**src/rtl/ps2_pkg.sv**
```systemverilog
// Shared constants and types for the PS/2 Set-2 scancode sequencer.
package ps2_pkg;

  localparam logic [7:0] PS2_EXT  = 8'hE0;
  localparam logic [7:0] PS2_BRK  = 8'hF0;
  localparam logic [7:0] PS2_ERR0 = 8'h00;
  localparam logic [7:0] PS2_ERR1 = 8'hFF;

  typedef enum logic [1:0] {
    ST_IDLE,
    ST_EXT,
    ST_BRK,
    ST_EXT_BRK
  } prefix_state_t;

  typedef struct packed {
    logic       ext;
    logic       brk;
    logic [7:0] code;
  } ps2_event_t;

endpackage

```
**src/rtl/ps2_event_fifo.sv**
```systemverilog
// First-word-fall-through event FIFO; a pop frees a slot for a same-cycle push when full.
module ps2_event_fifo
  import ps2_pkg::*;
#(
  parameter int DEPTH = 4,
  localparam int AW = $clog2(DEPTH)
) (
  input  logic       clk,
  input  logic       reset,
  input  logic       push,
  input  logic       pop,
  input  ps2_event_t din,
  output ps2_event_t dout,
  output logic       empty,
  output logic       full,
  output logic [AW:0] count
);

  ps2_event_t mem [DEPTH];
  logic [AW-1:0] wr_ptr;
  logic [AW-1:0] rd_ptr;
  logic          do_push;
  logic          do_pop;

  assign empty   = (count == '0);
  assign full    = (count == (AW+1)'(DEPTH));
  assign do_pop  = pop && !empty;
  assign do_push = push && (!full || do_pop);
  assign dout    = empty ? '0 : mem[rd_ptr];

  always_ff @(posedge clk) begin
    if (do_push) mem[wr_ptr] <= din;
  end

  always_ff @(posedge clk) begin
    if (reset) begin
      wr_ptr <= '0;
      rd_ptr <= '0;
      count  <= '0;
    end else begin
      if (do_push) wr_ptr <= wr_ptr + 1'b1;
      if (do_pop)  rd_ptr <= rd_ptr + 1'b1;
      count <= count + (AW+1)'(do_push) - (AW+1)'(do_pop);
    end
  end

endmodule

```
**src/rtl/ps2_scancode_ctrl.sv**
```systemverilog
// Tracks E0/F0 prefixes from the PS/2 decoder and queues complete key events for the host.
module ps2_scancode_ctrl
  import ps2_pkg::*;
#(
  parameter int FIFO_DEPTH     = 4,
  parameter int TIMEOUT_CYCLES = 1_000_000,
  localparam int CW = $clog2(FIFO_DEPTH) + 1
) (
  input  logic          clk,
  input  logic          reset,
  input  logic [7:0]    rx_data,
  input  logic          rx_valid,
  input  logic          rd_req,
  input  logic          clr_flags,
  output logic [7:0]    ev_code,
  output logic          ev_break,
  output logic          ev_ext,
  output logic          ev_valid,
  output logic [CW-1:0] ev_count,
  output logic          overflow,
  output logic          line_err
);

  localparam int TW = $clog2(TIMEOUT_CYCLES);
  localparam logic [TW-1:0] TMO_LAST = TW'(TIMEOUT_CYCLES - 1);

  prefix_state_t state;
  prefix_state_t next_state;
  logic [TW-1:0] timer;
  logic          emit;
  logic          set_err;
  logic          timeout;
  logic          in_ext;
  logic          in_brk;
  ps2_event_t    new_ev;
  ps2_event_t    head;
  logic          fifo_full;
  logic          fifo_empty;

  assign in_ext = (state == ST_EXT) || (state == ST_EXT_BRK);
  assign in_brk = (state == ST_BRK) || (state == ST_EXT_BRK);

  // A prefix arriving after F0 is a protocol error, but it still starts a fresh sequence.
  always_comb begin
    next_state = state;
    emit       = 1'b0;
    set_err    = 1'b0;
    timeout    = 1'b0;
    new_ev     = '0;
    if (rx_valid) begin
      if (rx_data == PS2_ERR0 || rx_data == PS2_ERR1) begin
        set_err    = 1'b1;
        next_state = ST_IDLE;
      end else if (rx_data == PS2_EXT) begin
        set_err    = in_brk;
        next_state = ST_EXT;
      end else if (rx_data == PS2_BRK) begin
        set_err    = in_brk;
        next_state = (state == ST_EXT) ? ST_EXT_BRK : ST_BRK;
      end else begin
        emit       = 1'b1;
        new_ev     = '{ext: in_ext, brk: in_brk, code: rx_data};
        next_state = ST_IDLE;
      end
    end else if (state != ST_IDLE && timer == TMO_LAST) begin
      timeout    = 1'b1;
      set_err    = 1'b1;
      next_state = ST_IDLE;
    end
  end

  always_ff @(posedge clk) begin
    if (reset) begin
      state    <= ST_IDLE;
      timer    <= '0;
      overflow <= 1'b0;
      line_err <= 1'b0;
    end else begin
      state <= next_state;
      timer <= (rx_valid || state == ST_IDLE || timeout) ? '0 : timer + 1'b1;
      if (emit && fifo_full && !rd_req) overflow <= 1'b1;
      else if (clr_flags)               overflow <= 1'b0;
      if (set_err)        line_err <= 1'b1;
      else if (clr_flags) line_err <= 1'b0;
    end
  end

  ps2_event_fifo #(.DEPTH(FIFO_DEPTH)) u_fifo (
    .clk   (clk),
    .reset (reset),
    .push  (emit),
    .pop   (rd_req),
    .din   (new_ev),
    .dout  (head),
    .empty (fifo_empty),
    .full  (fifo_full),
    .count (ev_count)
  );

  assign ev_code  = head.code;
  assign ev_break = head.brk;
  assign ev_ext   = head.ext;
  assign ev_valid = !fifo_empty;

endmodule

```
**config.mk**
```make
export PLATFORM = sky130hd
export DESIGN_NAME = ps2_scancode_ctrl
export DESIGN_NICKNAME = d
export VERILOG_FILES = /design/src/rtl/ps2_pkg.sv /design/src/rtl/ps2_event_fifo.sv /design/src/rtl/ps2_scancode_ctrl.sv
export SDC_FILE = /design/constraint.sdc
export NUM_CORES = 1
export LEC_CHECK = 0
export CAP_MARGIN = 15
export CORE_MARGIN = 2
export CORE_UTILIZATION = 57
export CTS_BUF_LIST = sky130_fd_sc_hd__clkbuf_4 sky130_fd_sc_hd__clkbuf_8 sky130_fd_sc_hd__clkbuf_16
export DETAILED_ROUTE_END_ITERATION = 8
export PLACE_DENSITY = 0.79
export SYNTH_ARGS = -nofsm -noshare
export SYNTH_HDL_FRONTEND = slang
export SYNTH_SLANG_ARGS = --single-unit
export TNS_END_PERCENT = 30
```
**constraint.sdc**
```tcl
create_clock -name clk -period 2.8 [get_ports clk]
set_input_delay 0.42 -clock clk [delete_from_list [all_inputs] [get_ports clk]]
set_output_delay 0.42 -clock clk [all_outputs]
set_load 0.005 [all_outputs]
```
== After elaboration in Yosys (flattened, before gate mapping) ==
Memories as Yosys holds them, arrays and structs flattened. A register that Yosys moved wholly into a read port is not among the register bits.
Index checks and enable logic that the tools add are counted.

* Register bits after elaboration: 31
* Output and inout bits: 16
* Memories: 1
* Input port bits: 13
* Logic and storage cells: 71
* Bits in writable memories: 40

* Eq/ne operators: 8
* Multiplexer cells: 28
* Reductions and logical operators: 22
* Add/subtract/negate cells: 5

{| class="wikitable"
|+ Memories
! memory !! words !! width !! read ports !! clocked after memory_dff !! write ports !! line !! text
|-
| u_fifo.mem || 4 || 10 || 1 || 1 || 1 || ps2_event_fifo.sv:19 || <nowiki>ps2_event_t mem [DEPTH];</nowiki>
|}

{| class="wikitable"
|+ Operator list
! kind !! number
|-
| 2-to-1 mux 10 bit || 5
|-
| equality test 8 bit, second input constant || 3
|-
| adder 20 x 1 -> 20 bit, second input constant || 1
|-
| equality test 20 bit, second input constant || 1
|-
| 2-to-1 mux 1 bit || 16
|-
| 2-to-1 mux 2 bit || 7
|-
| logical NOT 8 bit || 1
|-
| nonzero test 2 bit || 4
|-
| logical OR 1 bit || 6
|-
| logical AND 1 bit || 5
|-
| adder 2 x 1 -> 2 bit, second input constant || 2
|-
| equality test 2 bit, second input constant || 2
|-
| adder 3 x 1 -> 3 bit || 1
|-
| equality test 3 bit, second input constant || 1
|-
| logical NOT 1 bit || 3
|-
| logical NOT 3 bit || 1
|-
| subtractor 3 x 1 -> 3 bit || 1
|-
| equality test 2 x 1 -> 1 bit, second input constant || 1
|-
| logical NOT 2 bit || 1
|-
| OR reduction 2 bit || 1
|}

== Depth between registers and ports, before layout ==
Gate-level depths: netlist of run 1.

* Word-level depth: 8
* Gate-level depth with buffers: 9
* Depth with buffers taken out: 9

== Modules after synthesis ==
Synthesis of run 1 repeated with hierarchy kept, for this count alone.

* Cell total of the unflattened synthesis: 257
* Area, all modules: 3,265.6 um^2

{| class="wikitable"
|+ Modules (own cells, without submodules)
! module !! sequential area each (um^2) !! instances !! cells an instance !! area an instance (um^2)
|-
| ps2_event_fifo || 1,381.3 || 1 || 111 || 2,008.2
|-
| ps2_scancode_ctrl || 480.5 || 1 || 146 || 1,257.5
|}

== Worst setup path after synthesis of run 1 ==
OpenSTA, ideal clock, no wires.

* Path kind: input to register
* From: input rx_data[4]
* To: register u_fifo.count[2]
* Arrival: 2,175 ps
* Cell stages on the path: 8
* Required time: 2,672 ps
* Library setup time: 128 ps
* Setup slack: 497 ps
* Cells stage by stage: nor4_1 -> nor2_1 -> o21a_1 -> ha_1 -> fa_1 -> xnor2_1 -> xnor2_1 -> nor2_1

* Cells in the longest elaborated chain, start to end: 8

{| class="wikitable"
|+ RTL lines
! element !! line !! text
|-
| start, declared || ps2_scancode_ctrl.sv:11 || <nowiki>input logic [7:0] rx_data,</nowiki>
|-
| equality test 8 bit || ps2_scancode_ctrl.sv:57 || <nowiki>end else if (rx_data == PS2_BRK) begin</nowiki>
|-
| 2-to-1 mux 1 bit || ps2_scancode_ctrl.sv:57 ||
|-
| 2-to-1 mux 1 bit || ps2_scancode_ctrl.sv:54 || <nowiki>end else if (rx_data == PS2_EXT) begin</nowiki>
|-
| 2-to-1 mux 1 bit (*) || ps2_scancode_ctrl.sv:51 || <nowiki>if (rx_data == PS2_ERR0 || rx_data == PS2_ERR1) begin</nowiki>
|-
| 2-to-1 mux 1 bit (*) || ps2_scancode_ctrl.sv:50 || <nowiki>if (rx_valid) begin</nowiki>
|-
| logical AND 1 bit (*) || ps2_event_fifo.sv:28 || <nowiki>assign do_push = push && (!full || do_pop);</nowiki>
|-
| adder 3 x 1 -> 3 bit (*) || ps2_event_fifo.sv:43 || <nowiki>count <= count + (AW+1)'(do_push) - (AW+1)'(do_pop);</nowiki>
|-
| subtractor 3 x 1 -> 3 bit (*) || ps2_event_fifo.sv:43 ||
|-
| end signal, assigned || ps2_event_fifo.sv:43 ||
|-
| end, declared || ps2_event_fifo.sv:16 || <nowiki>output logic [AW:0] count</nowiki>
|}

Every way passes the cells marked *; elsewhere a longest branch is shown, timed or not.
A chain may end at the register's enable or synchronous reset.

==> results of run 1 <==
-- where the power goes --
group | internal, mW | switching [mW]
logic | 0.437 | 0.287
clock network | 0.606 | 0.394
registers | 1.22 | 0.0522
total | 2.26 | 0.734
-- sequential cells by signal, summed over array words and instances, names as in the netlist, named ones only --
register	count
overflow	1
state	2
timer	20
u_fifo.count	3
u_fifo.mem	40
u_fifo.wr_ptr	2
u_fifo.rd_ptr	2
line_err	1
-- cell usage in the layout (no fill, tap or decap), drive strengths merged, types with 2 or more instances in the layout --
master / instances
a21oi: 7
and2: 20
and3: 2
and4: 2
buf: 14
bufinv: 3
clkbuf: 10
clkdlybuf4s50: 28
dfxtp: 33
edfxtp: 40
ha: 7
inv: 12
mux4: 10
nand2: 11
nand2b: 3
nand3: 9
nand4: 4
nor2: 24
nor2b: 9
nor3: 6
nor4: 5
nor4b: 2
o21ai: 4
o31ai: 2
or3: 4
or4: 5
xnor2: 13
xor2: 4
-- final cells by class --
| cell class | instances | area [µm²] | area share |
|---|---|---|---|
| clock buffer | 10 | 131 | 0.0340 |
| clock inverter | 6 | 115 | 0.0298 |
| inverter | 11 | 41.3 | 0.0107 |
| multi-input combinational | 166 | 1240 | 0.321 |
| sequential | 73 | 1860 | 0.481 |
| tap | 72 | 90.1 | 0.0233 |
| timing repair buffer | 42 | 385 | 0.0996 |
-- final timing paths --
path,endpoint,slack (ns),cells after the start
worst max-delay path,ev_code[1],0.33,4
worst min-delay path,timer[0],0.48,1
worst max register to register,u_fifo.count[2],0.48,9
worst min register to register,timer[0],0.48,1
-- layer usage --
metal,global-route usage,part of all wire,vias to the layer above
met2,0.386,0.51,48
li1,-,-,1028
met5,0,0,-
met1,0.273,0.43,1031
met3,0.0364,0.038,13
met4,0.132,0.025,0
-- metrics by stage --
stage               setup WS (ns)   util  area (µm²)  power (mW)
floorplan                   0.497      -        3190        1.67
global placement            0.121  0.666        3620        2.01
detailed placement         0.0143  0.666        3620        2.02
CTS                         0.310  0.711        3870        3.02
global route                0.154  0.711        3870        3.13
finish                      0.332  0.711        3870        2.99
-- kinds of logic after synthesis --
family	Yosys count	synth area share
AO/OA/AOI/OAI	21	0.0436
flip-flops	73	0.584
multiplexers	12	0.0774
AND/OR/NAND/NOR	108	0.189
adder cells (fa/ha/maj)	8	0.0338
buffers and inverters	19	0.0255
XOR/XNOR	17	0.0467
==> impl_metrics.json, run 1 <==
{
  "finalHoldViolations": 0,
  "final_cell_count_no_fill": 380,
  "ir_drop_v": 0.000420,
  "synth_common_cells": "edfxtp_1, dfxtp_1, nor2_1",
  "cp_cell_sequence": "buf_4, mux4_2, and2_1, clkdlybuf4s50_1",
  "maxSlewViolCount": 0,
  "row_count": 27,
  "cpMaxStageDelayCell": "mux4_2",
  "portBuffers": 28,
  "critPathLaunchType": "register",
  "place_inst": 364,
  "routabilityCongestion": 0.775,
  "synth_top_area_frac": 0.377,
  "r2r-start": "u_fifo.count[1]",
  "cp_max_fo": 10,
  "via_count": 2120,
  "ys_ff_latch": 73,
  "fin_skew_ns": 0.00900,
  "die_area_um2": 6200,
  "worstPathArrival_ns": 2.05,
  "yosysMostFrequentCell": "edfxtp_1",
  "end_kind": "output port",
  "maxSlewHeadroom": 0.520,
  "worst_pin_slew_ns": 0.713,
  "grt_util_all_layers": 0.227,
  "drtIter0Drc": 181,
  "clkSlewWorstSetupHoldPaths_ns": 0.08,
  "post-cts-setup-buffer-count": 0,
  "grt_max_degree": 20,
  "crit_type": "register to output port",
  "yosysSeqAreaShare": 0.584,
  "syn_avg_cell_area_um2": 12.3,
  "setup_viol": 0,
  "p_per_area_nw_per_um2": 774,
  "start_util": 0.586,
  "max_clock_freq_ghz": 0.405,
  "slowest_delay_ns": 0.52,
  "async_reset_ff_frac": 0,
  "firstDrtPassIters": 4,
  "clock_sinks": 73,
  "synthFlopType": "edfxtp_1",
  "critPathTopFamily": "buffers and inverters",
  "grt_antenna_before_repair": 0,
  "postRouteWirelength_um": 6310,
  "nFillCells": 389,
  "layout-drive-gt1-share": 0.146,
  "ioPinCount": 29,
  "grt_pass1_vias": 2129,
  "wire_per_inst_um": 16.6,
  "synth_top_area_cell": "edfxtp_1",
  "hold_ws_ns": 0.480,
  "place_hpwl_um": 4420,
  "clk_path_buf_depth": 2,
  "maxCapViolations": 0,
  "clock_tree.root_cell": "clkbuf_8",
  "cts_hold_buf": 0,
  "ctsHtreeMaxLevel": 3,
  "cts_buffers": 9,
  "status": "finished clean",
  "yosysUniqueCellTypes": 44,
  "die_x_um": 78.8,
  "fin_setup_tns_ns": 0,
  "yosysWarnings": 0,
  "coreArea_um2": 5440,
  "syn_to_final_growth_pct": 21.4,
  "period_share": 0.881,
  "overflow": 0,
  "synth_cells": 258,
  "vias_per_cell": 5.58,
  "cts_resized": 0,
  "synth.area.top_cells": "edfxtp_1, dfxtp_1, mux4_2, and2_1, xnor2_1",
  "synth_edf_count": 40,
  "fin_crit_ns": 2.47,
  "diodes": 0,
  "cp_num_buf_inv": 2,
  "nNetsFinal": 324,
  "ant_nets": 0,
  "crit_required_ns": 2.38,
  "syn-cell-area_um2": 3190,
  "holdCritPathClass": "register to register",
  "route.detailed.drc": 0,
  "rsz0062_at_grt": "no",
  "fp.dieH_um": 78.8,
  "clk_latency_ns": 0.35,
  "hold_path_startpoint": "timer[0]",
  "synth_nets": 279,
  "leakagePower_nw": 1.30,
  "tritoncts": "built",
  "grt_pass1_wl_um": 10300
}
Power figures use the tool's default switching activity.
==> inputs of run 2 (changes only) <==
--- a/config.mk
+++ b/config.mk
@@ -5,6 +5,7 @@
 export SDC_FILE = /design/constraint.sdc
 export NUM_CORES = 1
 export LEC_CHECK = 0
+export ABC_CLOCK_PERIOD_IN_PS = 2800
 export CAP_MARGIN = 15
 export CORE_MARGIN = 2
 export CORE_UTILIZATION = 57
==> results of run 2 <==
The final DEF is identical to that of run 1; final timing and power are the same.
==> inputs of run 3 (changes only) <==
--- a/config.mk
+++ b/config.mk
@@ -7,7 +7,6 @@
 export LEC_CHECK = 0
 export ABC_CLOCK_PERIOD_IN_PS = 2800
 export CAP_MARGIN = 15
-export CORE_MARGIN = 2
 export CORE_UTILIZATION = 57
 export CTS_BUF_LIST = sky130_fd_sc_hd__clkbuf_4 sky130_fd_sc_hd__clkbuf_8 sky130_fd_sc_hd__clkbuf_16
 export DETAILED_ROUTE_END_ITERATION = 8
==> run 3 against run 2 <==
Net effect:
- sequential cell count is the same
- final cell count unchanged
- worst setup slack better by 0.037 ns
- wire length fell by 6.5%
- count of clock-buffer cells in the layout stayed put
- total power shrank 6.7%
- clock power decreased by 19%
- non-clock buffer count grew 2
- global-route usage shrank 0.21 points
- critical endpoint is now ev_code[3]
- utilization grew 2.1 points
==> impl_metrics.json, run 3 (synthesis results as in run 1) <==
{
  "fp.dieH_um": 76.8,
  "grt_pass1_vias": 2127,
  "final_cell_count_no_fill": 380,
  "wire_per_inst_um": 15.5,
  "grt_antenna_before_repair": 0,
  "leakagePower_nw": 1.28,
  "finalHoldViolations": 0,
  "portBuffers": 28,
  "multiInputGateArea_um2": 1240,
  "status": "finished clean",
  "place_hpwl_um": 4250,
  "cp_max_fo": 10,
  "via_count": 2081,
  "postRouteWirelength_um": 5900,
  "maxSlewViolCount": 0,
  "drtIter0Drc": 204,
  "maxCapViolations": 0,
  "clock_tree.root_cell": "clkbuf_8",
  "critPathLaunchType": "register",
  "grtUsageMet1": 0.283,
  "die_area_um2": 5890,
  "diodes": 0,
  "mostFrequentLayoutCell": "edfxtp_1",
  "crit_required_ns": 2.38,
  "largest_register": "u_fifo.mem",
  "final_util": 0.732,
  "ctsHtreeMaxLevel": 3,
  "coreArea_um2": 5240,
  "clk_latency_ns": 0.34,
  "grt_use_met3": 0.0429,
  "holdCritPathClass": "register to register",
  "fin_skew_ns": 0.00615,
  "tritoncts": "built",
  "ant_nets": 0,
  "start_util": 0.608,
  "layout-drive-gt1-share": 0.152,
  "nNetsFinal": 326,
  "grt_util_all_layers": 0.224,
  "ioPinCount": 29,
  "route.detailed.drc": 0,
  "crit_type": "register to output port",
  "rsz0062_at_grt": "no",
  "layout_common_cells": "edfxtp_1, dfxtp_1, clkdlybuf4s50_1",
  "max_clock_freq_ghz": 0.411,
  "largest_reg_flops": 40,
  "nFillCells": 359,
  "fin_setup_tns_ns": 0,
  "post-cts-setup-buffer-count": 0,
  "routabilityCongestion": 0.832,
  "row_count": 26,
  "finalPower_mw": 2.79,
  "cts_hold_buf": 0,
  "grt.busiest_layer": "met2",
  "hold_ws_ns": 0.488,
  "die_x_um": 76.8,
  "worstPathArrival_ns": 2.01,
  "met2_usage": 0.373,
  "worst_pin_slew_ns": 0.657,
  "overflow": 0,
  "syn_to_final_growth_pct": 20.3,
  "place_inst": 364,
  "clock_sinks": 73,
  "clkSlewWorstSetupHoldPaths_ns": 0.08,
  "end_kind": "output port",
  "ir_drop_v": 0.000466,
  "maxSlewHeadroom": 0.557,
  "grt_pass1_wl_um": 9980,
  "period_share": 0.868,
  "clk_path_buf_depth": 2,
  "setup_viol": 0,
  "seqCellArea_um2": 1860,
  "cts_buffers": 9,
  "p_per_area_nw_per_um2": 729,
  "top_regs": "u_fifo.mem x40, timer x20, u_fifo.count x3",
  "vias_per_cell": 5.48,
  "fin_crit_ns": 2.43,
  "cts_resized": 0,
  "grt_max_degree": 14,
  "firstDrtPassIters": 4
}
==> run 3: cell types whose count changed in the layout (fill, tap and decap cells not counted) <==
cell / previous run / this run
bufinv_16: 3 / 1
clkinvlp_4: 1 / 2
clkinv_2: 0 / 1
buf_4: 14 / 16
==> run 3: report_power, final <==
part | switching (mW) | internal (mW)
Combinational | 0.279 | 0.442
Sequential | 0.0494 | 1.22
Clock | 0.382 | 0.424
==> run 3: final cells by class <==
cell class                 count  share of cell area
inverter                      11              0.0108
timing repair buffer          44               0.104
multi-input combinational    166               0.324
clock inverter                 6              0.0176
clock buffer                  10              0.0343
tap                           70              0.0229
sequential                    73               0.486
==> run 3: worst max-delay path, stage by stage (launching register included) <==
cell             delay (ns)
dfxtp_1                0.31
buf_4                  0.22
mux4_2                 0.53
and2_1                 0.17
clkdlybuf4s50_1        0.43
==> run 3: layer usage <==
layer,vias up,routed length (µm)
li1,1030,-
met5,-,0
met4,0,48
met3,4,211
met2,43,2950
met1,1004,2680
==> run 3: path summary, 6_finish.rpt <==
kind                   start              end  slack, ns  cells past startpoint
max                 register       ev_code[3]       0.37                      4
min                 timer[0]         timer[0]       0.49                      1
max reg2reg  u_fifo.count[1]  u_fifo.count[2]       0.47                      9
min reg2reg         timer[0]         timer[0]       0.49                      1
==> run 3: metrics by stage <==
stage                     setup WS, ns  instance area [µm²]
final                            0.370                 3830
after global routing             0.229                 3830
after CTS                        0.329                 3830
after detailed placement         0.110                 3630
after global placement           0.133                 3630
after floorplan                  0.497                 3190
